`config.mk`:
```
export PLATFORM = sky130hd
export DESIGN_NAME = ps2_host_tx
export DESIGN_NICKNAME = d
export VERILOG_FILES = /design/src/rtl/ps2_pkg.sv /design/src/rtl/ps2_line_filter.sv /design/src/rtl/ps2_host_tx.sv
export SDC_FILE = /design/constraint.sdc
export NUM_CORES = 1
export LEC_CHECK = 0
export BUFFER_PORTS_ARGS = -buffer_cell sky130_fd_sc_hd__buf_2
export CORE_UTILIZATION = 53
export DETAILED_ROUTE_END_ITERATION = 10
export PLACE_DENSITY = 0.71
export SETUP_SLACK_MARGIN = 0.1
export SLEW_MARGIN = 20
export SYNTH_ARGS = -nofsm -noshare
export SYNTH_HDL_FRONTEND = slang
export SYNTH_SLANG_ARGS = --single-unit
```
`constraint.sdc`:
```
create_clock -name clk -period 4.35 [get_ports clk]
set_clock_uncertainty 0.05 [all_clocks]
set_input_delay 0.6525 -clock clk [delete_from_list [all_inputs] [get_ports clk]]
set_output_delay 0.6525 -clock clk [all_outputs]
set_load 0.005 [all_outputs]
```
`src/rtl/ps2_pkg.sv`:
```
// Shared PS/2 definitions for the host transmitter and the scan-code receiver.
//   ps2_tx_state_e : host-to-device transmit FSM states
//   PS2_CMD_*      : common host command bytes
//   PS2_RSP_ACK    : device acknowledge byte
//   odd_parity()   : PS/2 frame parity bit for a data byte
package ps2_pkg;

  typedef enum logic [2:0] {
    StIdle,
    StInhibit,
    StRts,
    StShift,
    StAck,
    StWaitIdle,
    StErr
  } ps2_tx_state_e;

  localparam logic [7:0] PS2_CMD_SET_LED = 8'hED;
  localparam logic [7:0] PS2_CMD_ENABLE  = 8'hF4;
  localparam logic [7:0] PS2_CMD_RESET   = 8'hFF;
  localparam logic [7:0] PS2_RSP_ACK     = 8'hFA;

  // Parity bit that makes the 9-bit {parity, data} word contain an odd number of ones.
  function automatic logic odd_parity(input logic [7:0] data);
    return ~^data;
  endfunction

endpackage

```
`src/rtl/ps2_line_filter.sv`:
```
// Conditioning for one PS/2 pad input: 2-flop synchronizer, then a level filter that only
// changes its output after FILTER_CYCLES consecutive samples of the new value.
//   clk   : system clock
//   rst   : synchronous active-high reset (filtered level resets to the idle-high value)
//   pad   : raw asynchronous pad input
//   level : filtered line level
//   fall  : one-cycle strobe on a filtered 1->0 transition
module ps2_line_filter #(
  parameter int unsigned FILTER_CYCLES = 8
) (
  input  logic clk,
  input  logic rst,
  input  logic pad,
  output logic level,
  output logic fall
);

  localparam int unsigned CntW = $clog2(FILTER_CYCLES + 1);
  localparam logic [CntW-1:0] CntLast = CntW'(FILTER_CYCLES - 1);

  logic            sync1_q;
  logic            sync2_q;
  logic            level_q;
  logic            fall_q;
  logic [CntW-1:0] cnt_q;

  always_ff @(posedge clk) begin
    if (rst) begin
      sync1_q <= 1'b1;
      sync2_q <= 1'b1;
      level_q <= 1'b1;
      fall_q  <= 1'b0;
      cnt_q   <= '0;
    end else begin
      sync1_q <= pad;
      sync2_q <= sync1_q;
      fall_q  <= 1'b0;
      if (sync2_q == level_q) begin
        // Any sample matching the current level restarts the run.
        cnt_q <= '0;
      end else if (cnt_q == CntLast) begin
        level_q <= sync2_q;
        fall_q  <= level_q;
        cnt_q   <= '0;
      end else begin
        cnt_q <= cnt_q + CntW'(1);
      end
    end
  end

  assign level = level_q;
  assign fall  = fall_q;

endmodule

```
`src/rtl/ps2_host_tx.sv`:
```
// PS/2 host-to-device transmitter: sends one command byte to the attached device and
// reports ACK (tx_done), or NACK/timeout (tx_err). The pad tristates live at chip level
// as PS2_CLK = ps2_clk_oe ? 1'b0 : 1'bz (likewise PS2_DATA).
//   clk, rst     : system clock, synchronous active-high reset
//   tx_valid     : command byte offered (ignored while busy)
//   tx_data      : command byte
//   tx_ready     : idle, a byte is accepted on tx_valid && tx_ready
//   tx_done      : one-cycle pulse, device acknowledged the byte
//   tx_err       : one-cycle pulse, device NACK or clock timeout
//   busy         : transaction in progress; the receiver discards frames meanwhile
//   ps2_clk_i    : raw PS2_CLK pad input
//   ps2_data_i   : raw PS2_DATA pad input
//   ps2_clk_oe   : 1 pulls PS2_CLK low
//   ps2_data_oe  : 1 pulls PS2_DATA low
module ps2_host_tx
  import ps2_pkg::*;
#(
  parameter int unsigned INHIBIT_CYCLES = 12000,
  parameter int unsigned FILTER_CYCLES  = 8,
  parameter int unsigned TIMEOUT_CYCLES = 2_000_000
) (
  input  logic       clk,
  input  logic       rst,
  input  logic       tx_valid,
  input  logic [7:0] tx_data,
  output logic       tx_ready,
  output logic       tx_done,
  output logic       tx_err,
  output logic       busy,
  input  logic       ps2_clk_i,
  input  logic       ps2_data_i,
  output logic       ps2_clk_oe,
  output logic       ps2_data_oe
);

  localparam int unsigned CntMax = (INHIBIT_CYCLES > TIMEOUT_CYCLES) ? INHIBIT_CYCLES
                                                                     : TIMEOUT_CYCLES;
  localparam int unsigned CntW = $clog2(CntMax + 1);
  localparam logic [CntW-1:0] InhibitLast = CntW'(INHIBIT_CYCLES - 1);
  localparam logic [CntW-1:0] TimeoutLast = CntW'(TIMEOUT_CYCLES - 1);

  logic clk_level;
  logic clk_fall;
  logic data_level;
  logic unused_data_fall;

  ps2_line_filter #(
    .FILTER_CYCLES(FILTER_CYCLES)
  ) u_clk_filter (
    .clk  (clk),
    .rst  (rst),
    .pad  (ps2_clk_i),
    .level(clk_level),
    .fall (clk_fall)
  );

  ps2_line_filter #(
    .FILTER_CYCLES(FILTER_CYCLES)
  ) u_data_filter (
    .clk  (clk),
    .rst  (rst),
    .pad  (ps2_data_i),
    .level(data_level),
    .fall (unused_data_fall)
  );

  ps2_tx_state_e   state_q;
  logic [CntW-1:0] cnt_q;     // inhibit length, then gap since the last device clock fall
  logic [3:0]      edge_q;    // device clock falls seen in the current frame
  logic [8:0]      frame_q;   // {parity, data}, indexed by edge_q
  logic            clk_oe_q;
  logic            data_oe_q;
  logic            ready_q;
  logic            busy_q;
  logic            done_q;
  logic            err_q;
  logic            timeout;

  assign timeout = (cnt_q == TimeoutLast);

  always_ff @(posedge clk) begin
    if (rst) begin
      state_q   <= StIdle;
      cnt_q     <= '0;
      edge_q    <= '0;
      frame_q   <= '0;
      clk_oe_q  <= 1'b0;
      data_oe_q <= 1'b0;
      ready_q   <= 1'b1;
      busy_q    <= 1'b0;
      done_q    <= 1'b0;
      err_q     <= 1'b0;
    end else begin
      done_q <= 1'b0;
      err_q  <= 1'b0;
      unique case (state_q)
        StIdle: begin
          if (tx_valid && ready_q) begin
            frame_q  <= {odd_parity(tx_data), tx_data};
            state_q  <= StInhibit;
            clk_oe_q <= 1'b1;
            ready_q  <= 1'b0;
            busy_q   <= 1'b1;
            cnt_q    <= '0;
          end
        end
        StInhibit: begin
          if (cnt_q == InhibitLast) begin
            // Start bit goes low in the same cycle the clock is released.
            state_q   <= StRts;
            clk_oe_q  <= 1'b0;
            data_oe_q <= 1'b1;
            cnt_q     <= '0;
            edge_q    <= '0;
          end else begin
            cnt_q <= cnt_q + CntW'(1);
          end
        end
        StRts: begin
          state_q <= StShift;
          cnt_q   <= cnt_q + CntW'(1);
        end
        StShift: begin
          if (clk_fall) begin
            cnt_q  <= '0;
            edge_q <= edge_q + 4'd1;
            if (edge_q == 4'd9) begin
              data_oe_q <= 1'b0;  // stop bit
              state_q   <= StAck;
            end else begin
              data_oe_q <= ~frame_q[edge_q];
            end
          end else if (timeout) begin
            state_q   <= StErr;
            err_q     <= 1'b1;
            clk_oe_q  <= 1'b0;
            data_oe_q <= 1'b0;
          end else begin
            cnt_q <= cnt_q + CntW'(1);
          end
        end
        StAck: begin
          if (clk_fall) begin
            cnt_q <= '0;
            if (data_level) begin
              state_q   <= StErr;
              err_q     <= 1'b1;
              clk_oe_q  <= 1'b0;
              data_oe_q <= 1'b0;
            end else begin
              state_q <= StWaitIdle;
            end
          end else if (timeout) begin
            state_q   <= StErr;
            err_q     <= 1'b1;
            clk_oe_q  <= 1'b0;
            data_oe_q <= 1'b0;
          end else begin
            cnt_q <= cnt_q + CntW'(1);
          end
        end
        StWaitIdle: begin
          if (done_q) begin
            // tx_done was high this cycle; ready follows in the next one.
            state_q <= StIdle;
            ready_q <= 1'b1;
            busy_q  <= 1'b0;
          end else if (clk_level && data_level) begin
            done_q <= 1'b1;
          end else if (clk_fall) begin
            cnt_q <= '0;
          end else if (timeout) begin
            state_q   <= StErr;
            err_q     <= 1'b1;
            clk_oe_q  <= 1'b0;
            data_oe_q <= 1'b0;
          end else begin
            cnt_q <= cnt_q + CntW'(1);
          end
        end
        StErr: begin
          state_q <= StIdle;
          ready_q <= 1'b1;
          busy_q  <= 1'b0;
        end
        default: begin
          state_q   <= StIdle;
          clk_oe_q  <= 1'b0;
          data_oe_q <= 1'b0;
          ready_q   <= 1'b1;
          busy_q    <= 1'b0;
        end
      endcase
    end
  end

  assign tx_ready    = ready_q;
  assign tx_done     = done_q;
  assign tx_err      = err_q;
  assign busy        = busy_q;
  assign ps2_clk_oe  = clk_oe_q;
  assign ps2_data_oe = data_oe_q;

endmodule

```
# Yosys cells after proc, flatten, opt, wreduce, memory -nomap -nowiden
# Index checks and enable logic that the tools add are counted.
# op_classes
magnitude_cmp	1
n_bitwise	8
n_mux	54
n_addsub	4
n_reduce_logical	23
n_eq_ne	24
# op_table
operator	n
$mux W21	6
$pmux W21 S5	1
$mux W1	27
$mux W3	9
$add A21 B1 Y21 const B	1
$eq A21 B14 Y1 const B	1
$eq A21 B21 Y1 const B	1
$pmux W3 S6	1
$reduce_or A3 Y1	5
$add A4 B1 Y4 const B	3
$ne A2 B2 Y1 const B	6
$reduce_and A6 Y1	2
$eq A3 B3 Y1 const B	3
$ne A3 B3 Y1 const B	3
$pmux W1 S3	3
$eq A4 B3 Y1 const B	2
$mux W4	2
$not A1 Y1	8
$pmux W4 S2	1
$reduce_xnor A8 Y1	1
$eq A3 B2 Y1 const B	2
$pmux W1 S6	1
$reduce_and A2 Y1	3
$reduce_and A3 Y1	2
17 further kinds	20
# totals
out_inout_bits	6
register_bits	58

# Depth between registers and ports, before layout
# Gate-level depths: netlist of the first run.
# depth
word_depth	6
ltp_mapped	8

# Cells and area by module
# Synthesis of the first run repeated with hierarchy kept, for this count alone.
# unflattened
hier_cells	358
area_unflattened_um2	3176.8
# modules_own_cells
mod	seq_area_each_um2	cells_each	instances	area_per_inst_um2
ps2_host_tx	860.8	308	1	2613.8
ps2_line_filter	160.2	25	2	281.5

# Worst setup path after synthesis of the first run
# OpenSTA, ideal clock, no wires.
# synth_timing
path_kind	register to register
from	register cnt_q[15]
to	register cnt_q[14]
synth_period_minus_slack_ns	2.222
required_time_ns	4.170
t_arrival_ns	2.042
setup_slack_ns	2.128
setup_time_ns	0.130
stages_incl_launch_ff	7
path_buffers	1
cell_sequence	dfxtp_1 or4_4 nor4_4 o221ai_2 o41ai_4 buf_6 a21oi_1
# synth_via
elab_chain_len	6
# synth_lines
item	line	source
from (decl)	ps2_host_tx.sv:68	logic [CntW-1:0] cnt_q;
from (signal assigned)	ps2_host_tx.sv:116	cnt_q <= cnt_q + CntW'(1);
from (signal assigned)	ps2_host_tx.sv:121	cnt_q <= cnt_q + CntW'(1);
from (signal assigned)	ps2_host_tx.sv:139	cnt_q <= cnt_q + CntW'(1);
$eq A21 B21 Y1	ps2_host_tx.sv:79	assign timeout = (cnt_q == TimeoutLast);
$mux W21 (4 in a row)	n/a	
$pmux W21 S5 *	ps2_host_tx.sv:96	unique case (state_q)
# Mark *: on every way between the ends. The rest lies on a longest branch, timed or not. The select of a mux whose other input is x is not followed.
# A chain may end at the register's enable or synchronous reset.

# Worst setup path in the final report of the first run
# layout_timing
from	register state_q[2]
to	register cnt_q[7]
# layout_via
elab_chain_len	4
# layout_lines
item	line	source
from (decl)	ps2_host_tx.sv:67	ps2_tx_state_e state_q;
from (signal assigned)	ps2_host_tx.sv:83	state_q <= StIdle;
from (signal assigned)	ps2_host_tx.sv:100	state_q <= StInhibit;
from (signal assigned)	ps2_host_tx.sv:110	state_q <= StRts;
$eq A3 B3 Y1 / $eq A3 B2 Y1 (equally long branches)	ps2_host_tx.sv:96	
$reduce_or A2 Y1 (no source line)	n/a	
$reduce_bool A5 Y1 (no source line)	n/a	
$reduce_and A4 Y1 (no source line)	n/a	
# Several ways; a longest one is shown, not always the timed one.

==> results of run 1 <==
## kinds of logic (layout without fill, tap and decap cells)
logic type | count (synthesis) | count (layout) | share of synthesized area, %
simple gates | 161 | 161 | 28.5
xor+xnor | 20 | 20 | 5.50
fa+ha+maj | 5 | 5 | 1.96
flops | 58 | 58 | 36.4
buf+inv | 34 | 47 | 4.44
compound gates | 86 | 86 | 18.1
mux | 15 | 15 | 5.11
## power by group through the flow
stage	registers, uW	logic, uW	clock network (uW)
2_1_floorplan	579	167	0
3_3_place_gp	595	192	0
3_5_place_dp	595	194	0
4_1_cts	583	195	518
5_1_grt	588	219	541
6_report	584	197	513
## cells in the final DEF, fill, tap and decap left out, drive strengths merged, types with 4 or more instances in the layout
| cell | n |
|---|---|
| buf | 18 |
| or2 | 5 |
| dfxtp | 58 |
| mux2i | 14 |
| nand2 | 28 |
| nor4 | 10 |
| xor2 | 6 |
| ha | 5 |
| o21ai | 21 |
| inv | 14 |
| nand3 | 21 |
| or3 | 9 |
| a21oi | 24 |
| nand4 | 9 |
| nor3 | 8 |
| o41ai | 4 |
| a31oi | 4 |
| a211oi | 6 |
| xnor2 | 14 |
| or4 | 7 |
| o31ai | 6 |
| nor2 | 40 |
| clkbuf | 10 |
| nand3b | 4 |
## worst max-delay path, delay by kind of cell (launching register included)
kind / cells / cell delay [ns]
compound gates: 3 / 1.27
flops: 1 / 0.77
simple gates: 2 / 0.64
## stage by stage
stage                     cell area (um^2)  power, uW
after floorplan                       3190        746
after global placement                3270        786
after detailed placement              3270        789
after CTS                             3480       1300
after global routing                  3480       1350
final                                 3480       1290
## flip-flops by register name (all words and copies together) (netlist names)
name and flops:
busy 1, cnt_q 21, edge_q 4, frame_q 9, ps2_clk_oe 1, ps2_data_oe 1
state_q 3, tx_done 1, tx_err 1, tx_ready 1, u_clk_filter.cnt_q 4, u_clk_filter.fall 1
u_clk_filter.level 1, u_clk_filter.sync1_q 1, u_clk_filter.sync2_q 1, u_data_filter.cnt_q 4, u_data_filter.level 1, u_data_filter.sync1_q 1
u_data_filter.sync2_q 1
## Yosys cell counts (4+ instances only)
master    count
a211oi_1      6
a21oi_1      24
a31oi_1       4
clkbuf_1     16
dfxtp_1      58
ha_1          5
inv_1        13
mux2i_1      14
nand2_1      28
nand3_1      21
nand3b_1      4
nand4_1       9
nor2_1       40
nor3_1        8
nor4_1        7
o21ai_0      20
o31ai_1       6
or2_2         5
or3_1         9
or4_1         5
xnor2_1      14
xor2_1        6
## metal layers
layer / up-vias / global-route usage (%) / routed length (um)
met5: - / 0 / 0
li1: 1413 / - / -
met1: 1318 / 32.4 / 3350
met4: 0 / 12.5 / 145
met3: 17 / 3.77 / 317
met2: 88 / 36.2 / 3260
## final cells by class
class | instances | area, um^2 | area share (%)
multi-input combinational | 287 | 1890 | 54.2
sequential | 58 | 1160 | 33.4
inverter | 13 | 48.8 | 1.40
tap | 72 | 90.1 | 2.59
clock buffer | 10 | 138 | 3.96
timing repair buffer | 18 | 90.1 | 2.59
clock inverter | 6 | 65.1 | 1.87
## final timing paths
check,start,end,cells past startpoint
worst max register to register,state_q[2]$_SDFFE_PP0P_,cnt_q[7]$_SDFFE_PP0P_,5
worst min-delay path,u_clk_filter.sync1_q$_SDFF_PP1_,u_clk_filter.sync2_q$_SDFF_PP1_,1
worst min register to register,u_clk_filter.sync1_q$_SDFF_PP1_,u_clk_filter.sync2_q$_SDFF_PP1_,1
worst max-delay path,state_q[2]$_SDFFE_PP0P_,cnt_q[7]$_SDFFE_PP0P_,5
==> results.json, run 1 <==
{
  "seq_area_frac_synth_pct": 36.4,
  "port_buffers": 18,
  "grt_pass1_vias": 2443,
  "viasPerCell": 6.11,
  "fin_util_pct": 61.7,
  "worst_pin_slew_ns": 1.02,
  "post_drt_wl_per_cell_um": 15.2,
  "clk_path_buf_depth": 2,
  "setup_viol": 0,
  "nNetsFinal": 405,
  "initialDrtViolationCount": 223,
  "grt-ovfl-total": 0,
  "p_comb_share_pct": 15.2,
  "startpoint_type": "flip-flop",
  "ys_warn_count": 0,
  "ant_nets": 0,
  "sequentialPowerShare_pct": 45.1,
  "drt_wl_total_um": 7070,
  "async_flop_share_pct": 0,
  "area.growth.synth_to_final_pct": 9.23,
  "max_freq_mhz": 344,
  "holdWs_ns": 0.366,
  "finalSetupTns_ns": 0,
  "die_h_um": 79.5,
  "clk_pin_slew_worst_paths_ns": 0.07,
  "relSlewSlack_pct": 31.9,
  "worstPathCellList": "and3b_1 -> o21a_1 -> and3_2 -> o41ai_4 -> a21oi_1",
  "maxCapViolations": 0,
  "ys.flop_type": "dfxtp_1",
  "drc": 0,
  "syn_inst": 379,
  "vias": 2836,
  "dpl.cell_count": 448,
  "core.rowCount": 27,
  "antenna_found_initial": 0,
  "htree_levels": 3,
  "grt_pass1_wl_um": 11600,
  "clockRootBuffer": "clkbuf_8",
  "ys_types": 61,
  "fin_cells": 464,
  "cts_setup_buffers": 0,
  "fin_crit_sh_pct": 66.8,
  "cp-end-kind": "flip-flop",
  "cp_slowest_cell": "o41ai_4",
  "p_int_uw": 912,
  "crit_required_ns": 4.47,
  "worstSetupPathType": "reg2reg",
  "ys_top_cells_by_area": "dfxtp_1 36%, nor2_1 4.7%, mux2i_1 4.4%",
  "dieArea_um2": 6320,
  "dpl.hpwl_um": 4850,
  "p_per_area_nw_per_um2": 372,
  "cts_tree": "done",
  "leakage_uw": 0.00117,
  "holdBufCountCts": 0,
  "fill_cells": 512,
  "cts_made_buffers": 9,
  "crit_fanout": 24,
  "io_pins": 19,
  "start_util_pct": 56.5,
  "fp.dieW_um": 79.5,
  "p_sw_uw": 382,
  "netlist_area_um2": 3190,
  "core-area_um2": 5640,
  "yosysTopAreaCell": "dfxtp_1",
  "syn_avg_cell_area_um2": 8.41,
  "slowest_delay_ns": 0.97,
  "worst_slack_ns": 1.45,
  "drv_slew": 0,
  "synth_top_area_share_pct": 36.4,
  "ctsResizeCount": 0,
  "synth_enable_flop_cells": 0,
  "grt_max_degree": 29,
  "p_sw_share_pct": 29.5,
  "clkLatencyLatePin_ns": 0.35,
  "clockPowerShare_pct": 39.7,
  "drive_gt1_share_pct": 12.8,
  "hold_path_class": "reg2reg",
  "cp.arrival_ns": 3.03,
  "status": "finished, final reports clean",
  "hold_viol": 0,
  "place.gp.congestion": 0.843,
  "dp_slack_ns": 1.49,
  "cts_sinks": 58,
  "ff2ff_setup_slack_ns": 1.45,
  "synth_fp_nets": 397,
  "antennaDiodeCount": 0,
  "firstDrtPassIters": 7,
  "vdd_drop_max_mv": 0.247,
  "fin_crit_ns": 2.90,
  "ys_ff_latch": 58,
  "rsz0062_at_grt": "false",
  "grtUsageTotal_pct": 23.9
}
Power figures use the tool's default switching activity.
==> inputs of run 2 (changes only) <==
--- a/config.mk
+++ b/config.mk
@@ -8,7 +8,7 @@
 export BUFFER_PORTS_ARGS = -buffer_cell sky130_fd_sc_hd__buf_2
 export CORE_UTILIZATION = 53
 export DETAILED_ROUTE_END_ITERATION = 10
-export PLACE_DENSITY = 0.71
+export PLACE_DENSITY = 0.74
 export SETUP_SLACK_MARGIN = 0.1
 export SLEW_MARGIN = 20
 export SYNTH_ARGS = -nofsm -noshare
==> constraint.sdc (replaced) <==
create_clock -name clk -period 2.4 [get_ports clk]
set_clock_uncertainty 0.05 [all_clocks]
set_input_delay 0.36 -clock clk [delete_from_list [all_inputs] [get_ports clk]]
set_output_delay 0.36 -clock clk [all_outputs]
set_load 0.005 [all_outputs]
==> run 2 against run 1 <==
Compared with the run above:
- first-iteration DRC count is 33% lower
- clock power is 52% higher
- final cell count is 3.7% higher
- sequential power is 80% higher
- die area stayed put
- worst hold slack worse by 0.21 ns
- sequential share of layout area is 1.1 points lower
- utilization is 2.2 points higher
- clock-buffer cell count is 1 higher
- via count is 1.4% higher
- critical path depth is 1 higher
- register-to-register slack worse by 1.2 ns
==> results.json, run 2 (synthesis gave the netlist of run 1 again) <==
{
  "grt_pass1_vias": 2702,
  "cts_tree": "done",
  "fp.dieW_um": 79.5,
  "worstPathCellList": "or4_4 -> nor4_4 -> o221ai_4 -> o41ai_4 -> buf_12 -> a21oi_1",
  "ff2ff_setup_slack_ns": 0.23,
  "antennaDiodeCount": 0,
  "reg2reg_depth": 6,
  "area.growth.synth_to_final_pct": 13.1,
  "dpl.hpwl_um": 5090,
  "vdd_drop_max_mv": 0.453,
  "vias": 2877,
  "rsz0062_at_grt": "false",
  "post_drt_wl_per_cell_um": 14.8,
  "regMostFlops": "cnt_q",
  "io_pins": 19,
  "hold-path-endpoint": "u_data_filter.sync1_q$_SDFF_PP1_",
  "grtUsageTotal_pct": 24.7,
  "viasPerCell": 5.98,
  "worstSetupPathType": "reg2reg",
  "clk_pin_slew_worst_paths_ns": 0.07,
  "die_h_um": 79.5,
  "worstHoldPathCells": 2,
  "fin_crit_ns": 2.17,
  "cts_sinks": 58,
  "drt_wl_total_um": 7100,
  "fin_crit_sh_pct": 90.4,
  "max_freq_mhz": 461,
  "timing.rr.start": "cnt_q[15]$_SDFFE_PP0P_",
  "cts_setup_buffers": 0,
  "antenna_found_initial": 0,
  "finalInstanceArea_um2": 3600,
  "ctsResizeCount": 0,
  "startpoint_type": "flip-flop",
  "slowest_delay_ns": 0.56,
  "port_buffers": 18,
  "htree_levels": 3,
  "placed_area_um2": 3410,
  "clkLatencyLatePin_ns": 0.34,
  "grt_pass1_wl_um": 12100,
  "grt_max_degree": 29,
  "largest_reg_flops": 21,
  "initialDrtViolationCount": 149,
  "nNetsFinal": 422,
  "leakage_uw": 0.00124,
  "holdBufCountCts": 0,
  "hold_path_class": "in2reg",
  "p_per_area_nw_per_um2": 623,
  "grt-ovfl-total": 0,
  "clk_path_buf_depth": 2,
  "layout_common_cells": "57 x dfxtp_1, 40 x nor2_1, 28 x nand2_1",
  "cp.arrival_ns": 2.33,
  "setup_viol": 0,
  "ant_nets": 0,
  "cts_made_buffers": 9,
  "rr_endpoint": "cnt_q[5]$_SDFFE_PP0P_",
  "fin_util_pct": 63.9,
  "worstSetupStartpoint": "cnt_q[15]$_SDFFE_PP0P_",
  "maxCapViolations": 0,
  "firstDrtPassIters": 5,
  "clockRootBuffer": "clkbuf_8",
  "hold_viol": 0,
  "status": "finished, final reports clean",
  "finalSetupTns_ns": 0,
  "total_power_uw": 2240,
  "worst_pin_slew_ns": 0.539,
  "relSlewSlack_pct": 63.7,
  "start_util_pct": 56.5,
  "min_from": "ps2_data_i",
  "drv_slew": 0,
  "core.rowCount": 27,
  "dieArea_um2": 6320,
  "drc": 0,
  "drive_gt1_share_pct": 16.6,
  "reg_top3": "cnt_q: 21 flops, frame_q: 9 flops",
  "crit_fanout": 18,
  "cp-end-kind": "flip-flop",
  "crit_required_ns": 2.56,
  "final_common_cell": "dfxtp_1",
  "place.gp.congestion": 0.964,
  "cp_slowest_cell": "or4_4",
  "core-area_um2": 5640
}
==> run 2: worst max-delay path, delay by kind of cell (launching register included) <==
kind                   cells  cell delay (ns)
AO/OA/AOI/OAI              3             0.62
buffers and inverters      1             0.19
flip-flops                 1             0.36
AND/OR/NAND/NOR            2             0.83
==> run 2: final cells by class <==
cell class                 instances  area [um^2]
fill                             475         2040
clock inverter                     5         30.0
tap                               72         90.1
inverter                          13         48.8
sequential                        58         1160
multi-input combinational        287         1900
timing repair buffer              35          230
clock buffer                      11          141
==> run 2: layer usage <==
metal | share of wire [%] | track usage (%) | wire length, um | vias to the layer above
met4 | 2.1 | 10.7 | 148 | 0
met1 | 46 | 30.1 | 3270 | 1323
met5 | 0 | 0 | 0 | -
met2 | 47 | 41.1 | 3310 | 90
met3 | 5.1 | 5.94 | 362 | 16
li1 | - | - | - | 1448
==> run 2: power by group <==
| group | switching, uW | leakage [uW] | internal [uW] | total [uW] |
|---|---|---|---|---|
| clock | 386 | 0.0000851 | 397 | 782 |
| sequential | 44.9 | 0.000471 | 1010 | 1050 |
| combinational | 237 | 0.000685 | 174 | 411 |
==> run 2: how the worst max path moves through the flow <==
stage,cells after the start,to,slack [ns]
after detailed placement,5,ps2_data_oe$_SDFFE_PP0P_,0.14
after global placement,5,ps2_data_oe$_SDFFE_PP0P_,0.21
after CTS,5,ps2_data_oe$_SDFFE_PP0P_,0.14
final,6,cnt_q[5]$_SDFFE_PP0P_,0.23
after floorplan,6,cnt_q[14]$_SDFFE_PP0P_,0.18
after global routing,6,cnt_q[14]$_SDFFE_PP0P_,0.12
==> run 2: per-stage QoR <==
| stage | setup slack (ns) | hold slack (ns) | std cells |
|---|---|---|---|
| after floorplan | 0.178 | 0.339 | 379 |
| after global placement | 0.212 | 0.343 | 465 |
| after detailed placement | 0.140 | 0.344 | 465 |
| after CTS | 0.136 | 0.142 | 481 |
| after global routing | 0.125 | 0.144 | 481 |
| final | 0.231 | 0.155 | 481 |
==> inputs of run 3 (changes only) <==
--- a/config.mk
+++ b/config.mk
@@ -6,11 +6,13 @@
 export NUM_CORES = 1
 export LEC_CHECK = 0
 export BUFFER_PORTS_ARGS = -buffer_cell sky130_fd_sc_hd__buf_2
-export CORE_UTILIZATION = 53
+export CELL_PAD_IN_SITES_DETAIL_PLACEMENT = 1
+export CELL_PAD_IN_SITES_GLOBAL_PLACEMENT = 1
+export CORE_UTILIZATION = 42
 export DETAILED_ROUTE_END_ITERATION = 10
-export PLACE_DENSITY = 0.74
+export PLACE_DENSITY_LB_ADDON = 0.1
 export SETUP_SLACK_MARGIN = 0.1
-export SLEW_MARGIN = 20
+export SLEW_MARGIN = 10
 export SYNTH_ARGS = -nofsm -noshare
 export SYNTH_HDL_FRONTEND = slang
 export SYNTH_SLANG_ARGS = --single-unit
==> constraint.sdc (replaced) <==
create_clock -name clk -period 2.4 [get_ports clk]
set_clock_uncertainty 0.05 [all_clocks]
set_input_delay 0.36 -clock clk [delete_from_list [all_inputs] [get_ports clk]]
set_output_delay 0.36 -clock clk [all_outputs]
set_load 0.02 [all_outputs]
==> run 3 against run 2 <==
Compared with the run above:
- worst hold slack worse by 0.013 ns
- via count increased by 4.6%
- combinational power increased by 11%
- first-iteration DRC count down 34%
- sequential power about the same
- clock-buffer cell count decreased by 2
- non-clock buffer count up 8
- die area up 26%
- wire length increased by 26%
- clock power increased by 17%
- critical endpoint is now cnt_q[11]$_SDFFE_PP0P_
- largest cell class unchanged
- largest power group unchanged
- highest routed layer unchanged
==> results.json, run 3 (synthesis gave the netlist of run 1 again) <==
{
  "crit_fanout": 9,
  "cp_slowest_cell": "or4_4",
  "core-area_um2": 7290,
  "clockPowerShare_pct": 37.8,
  "status": "finished, final reports clean",
  "post_drt_wl_per_cell_um": 17.3,
  "reg_top3": "cnt_q: 21 flops, frame_q: 9 flops",
  "p_per_area_nw_per_um2": 652,
  "crit_family": "simple AND/OR/NAND/NOR gates",
  "dieArea_um2": 7940,
  "nNetsFinal": 430,
  "drive_gt1_share_pct": 18.7,
  "io_pins": 19,
  "crit_buf_inv": 1,
  "worstSetupStartpoint": "cnt_q[17]$_SDFFE_PP0P_",
  "p_int_uw": 1670,
  "viasPerCell": 5.83,
  "fin_cells": 516,
  "regMostFlops": "cnt_q",
  "cp-end-kind": "flip-flop",
  "reg2reg_depth": 6,
  "sequentialPowerShare_pct": 43.3,
  "cp.arrival_ns": 2.38,
  "maxCapViolations": 0,
  "ff2ff_setup_slack_ns": 0.19,
  "p_sw_share_pct": 31.1,
  "initialDrtViolationCount": 98,
  "cts_tree": "done",
  "antenna_found_initial": 0,
  "finalSetupTns_ns": 0,
  "crit_required_ns": 2.57,
  "hold_viol": 0,
  "drc": 0,
  "dpl.hpwl_um": 6620,
  "core.rowCount": 31,
  "clk_pin_slew_worst_paths_ns": 0.08,
  "place.gp.congestion": 0.825,
  "vdd_drop_max_mv": 0.373,
  "largest_reg_flops": 21,
  "rr_endpoint": "cnt_q[11]$_SDFFE_PP0P_",
  "grtUsageTotal_pct": 24.3,
  "antennaDiodeCount": 0,
  "rsz0062_at_grt": "false",
  "final_common_cell": "dfxtp_1",
  "max_freq_mhz": 453,
  "start_util_pct": 43.7,
  "worstSetupPathType": "reg2reg",
  "startpoint_type": "flip-flop",
  "slowest_delay_ns": 0.54,
  "setup_viol": 0,
  "crit_end": "cnt_q[11]$_SDFFE_PP0P_",
  "vias": 3008,
  "firstDrtPassIters": 4,
  "htree_levels": 3,
  "p_comb_share_pct": 18.9,
  "grt-ovfl-total": 0,
  "worstPathCellList": "or4_4 -> nor4_4 -> o221ai_4 -> o41ai_4 -> buf_4 -> a31oi_1",
  "layout_common_cells": "57 x dfxtp_1, 40 x nor2_1, 28 x nand2_1",
  "relSlewSlack_pct": 60.9,
  "fin_crit_sh_pct": 91.9,
  "grt_pass1_vias": 2999,
  "dpl.cell_count": 500,
  "die_h_um": 89.1,
  "cp_num_cells": 6,
  "cts_made_buffers": 9,
  "drt_wl_total_um": 8940,
  "clkLatencyLatePin_ns": 0.35,
  "worst_pin_slew_ns": 0.586,
  "area.growth.synth_to_final_pct": 16.6,
  "fin_crit_ns": 2.21,
  "grt_pass1_wl_um": 14600,
  "fp.dieW_um": 89.1,
  "grt_max_degree": 21,
  "port_buffers": 18,
  "cts_sinks": 58,
  "ant_nets": 0,
  "leakage_uw": 0.00129,
  "drv_slew": 0,
  "clockRootBuffer": "clkbuf_8",
  "clk_path_buf_depth": 2,
  "timing.rr.start": "cnt_q[17]$_SDFFE_PP0P_",
  "p_sw_uw": 752,
  "hold_path_class": "in2reg"
}
[run 3: cell count changes in the layout (fill, tap and decap cells not counted)]
cell,change
buf_4,+9
clkinv_4,+2
buf_12,-1
bufinv_16,+1
clkbuf_1,-1
clkbuf_8,-1
clkinvlp_4,-1
nor4_1,-1
nor4_2,+1
[run 3: worst min path at each step]
stage                                       end                        startpoint  depth (start not counted)
4_1_cts         u_clk_filter.sync1_q$_SDFF_PP1_                         ps2_clk_i                          2
3_5_place_dp    u_clk_filter.sync2_q$_SDFF_PP1_   u_clk_filter.sync1_q$_SDFF_PP1_                          1
5_1_grt         u_clk_filter.sync1_q$_SDFF_PP1_                         ps2_clk_i                          2
3_3_place_gp   u_data_filter.sync2_q$_SDFF_PP1_  u_data_filter.sync1_q$_SDFF_PP1_                          1
6_report        u_clk_filter.sync1_q$_SDFF_PP1_                         ps2_clk_i                          2
2_1_floorplan   u_clk_filter.sync2_q$_SDFF_PP1_   u_clk_filter.sync1_q$_SDFF_PP1_                          1
[run 3: routing by layer]
| layer | part of all wire [%] | GRT usage (%) |
|---|---|---|
| met1 | 45 | 28.3 |
| met2 | 51 | 43.8 |
| met3 | 2.4 | 6.00 |
| met4 | 1.6 | 7.36 |
| met5 | 0 | 0 |
[run 3: power by group through the flow]
stage	sequential [uW]	clock (uW)	combinational [uW]
finish	1050	917	457
CTS	1050	935	444
floorplan	1060	0	302
global placement	1070	0	432
detailed placement	1070	0	440
global route	1060	974	500
[run 3: stage by stage]
stage / setup WS (ns) / utilization, % / hold WS, ns / power [uW] / instance area, um^2
after floorplan: 0.178 / - / 0.339 / 1360 / 3190
after global placement: 0.180 / 47.9 / 0.340 / 1500 / 3490
after detailed placement: 0.0854 / 47.9 / 0.347 / 1510 / 3490
after CTS: 0.110 / 50.6 / 0.135 / 2430 / 3690
after global routing: 0.102 / 50.9 / 0.130 / 2530 / 3710
final: 0.194 / 50.9 / 0.141 / 2420 / 3710
[run 3: worst reg2reg max path, delay by kind of cell, from the launching register on]
family / cells / cell delay [ns]
flip-flops: 1 / 0.36
AND/OR/NAND/NOR: 2 / 0.83
AO/OA/AOI/OAI: 3 / 0.61
buffers and inverters: 1 / 0.24
[run 3: area by class of cell]
type	instances	area, um^2
well taps	99	124
flip-flops and latches	58	1160
repair buffers	43	278
inverters	13	48.8
clock inverters	7	70.1
clock buffers	9	124
fillers	916	3580
multi-input cells	287	1910
[run 3: timing repair]
action	CTS	global route
buffers inserted	0	0
hold buffers	0	0
resized for setup	1	4
pin swaps	0	2
endpoints found under the setup margin	1	21
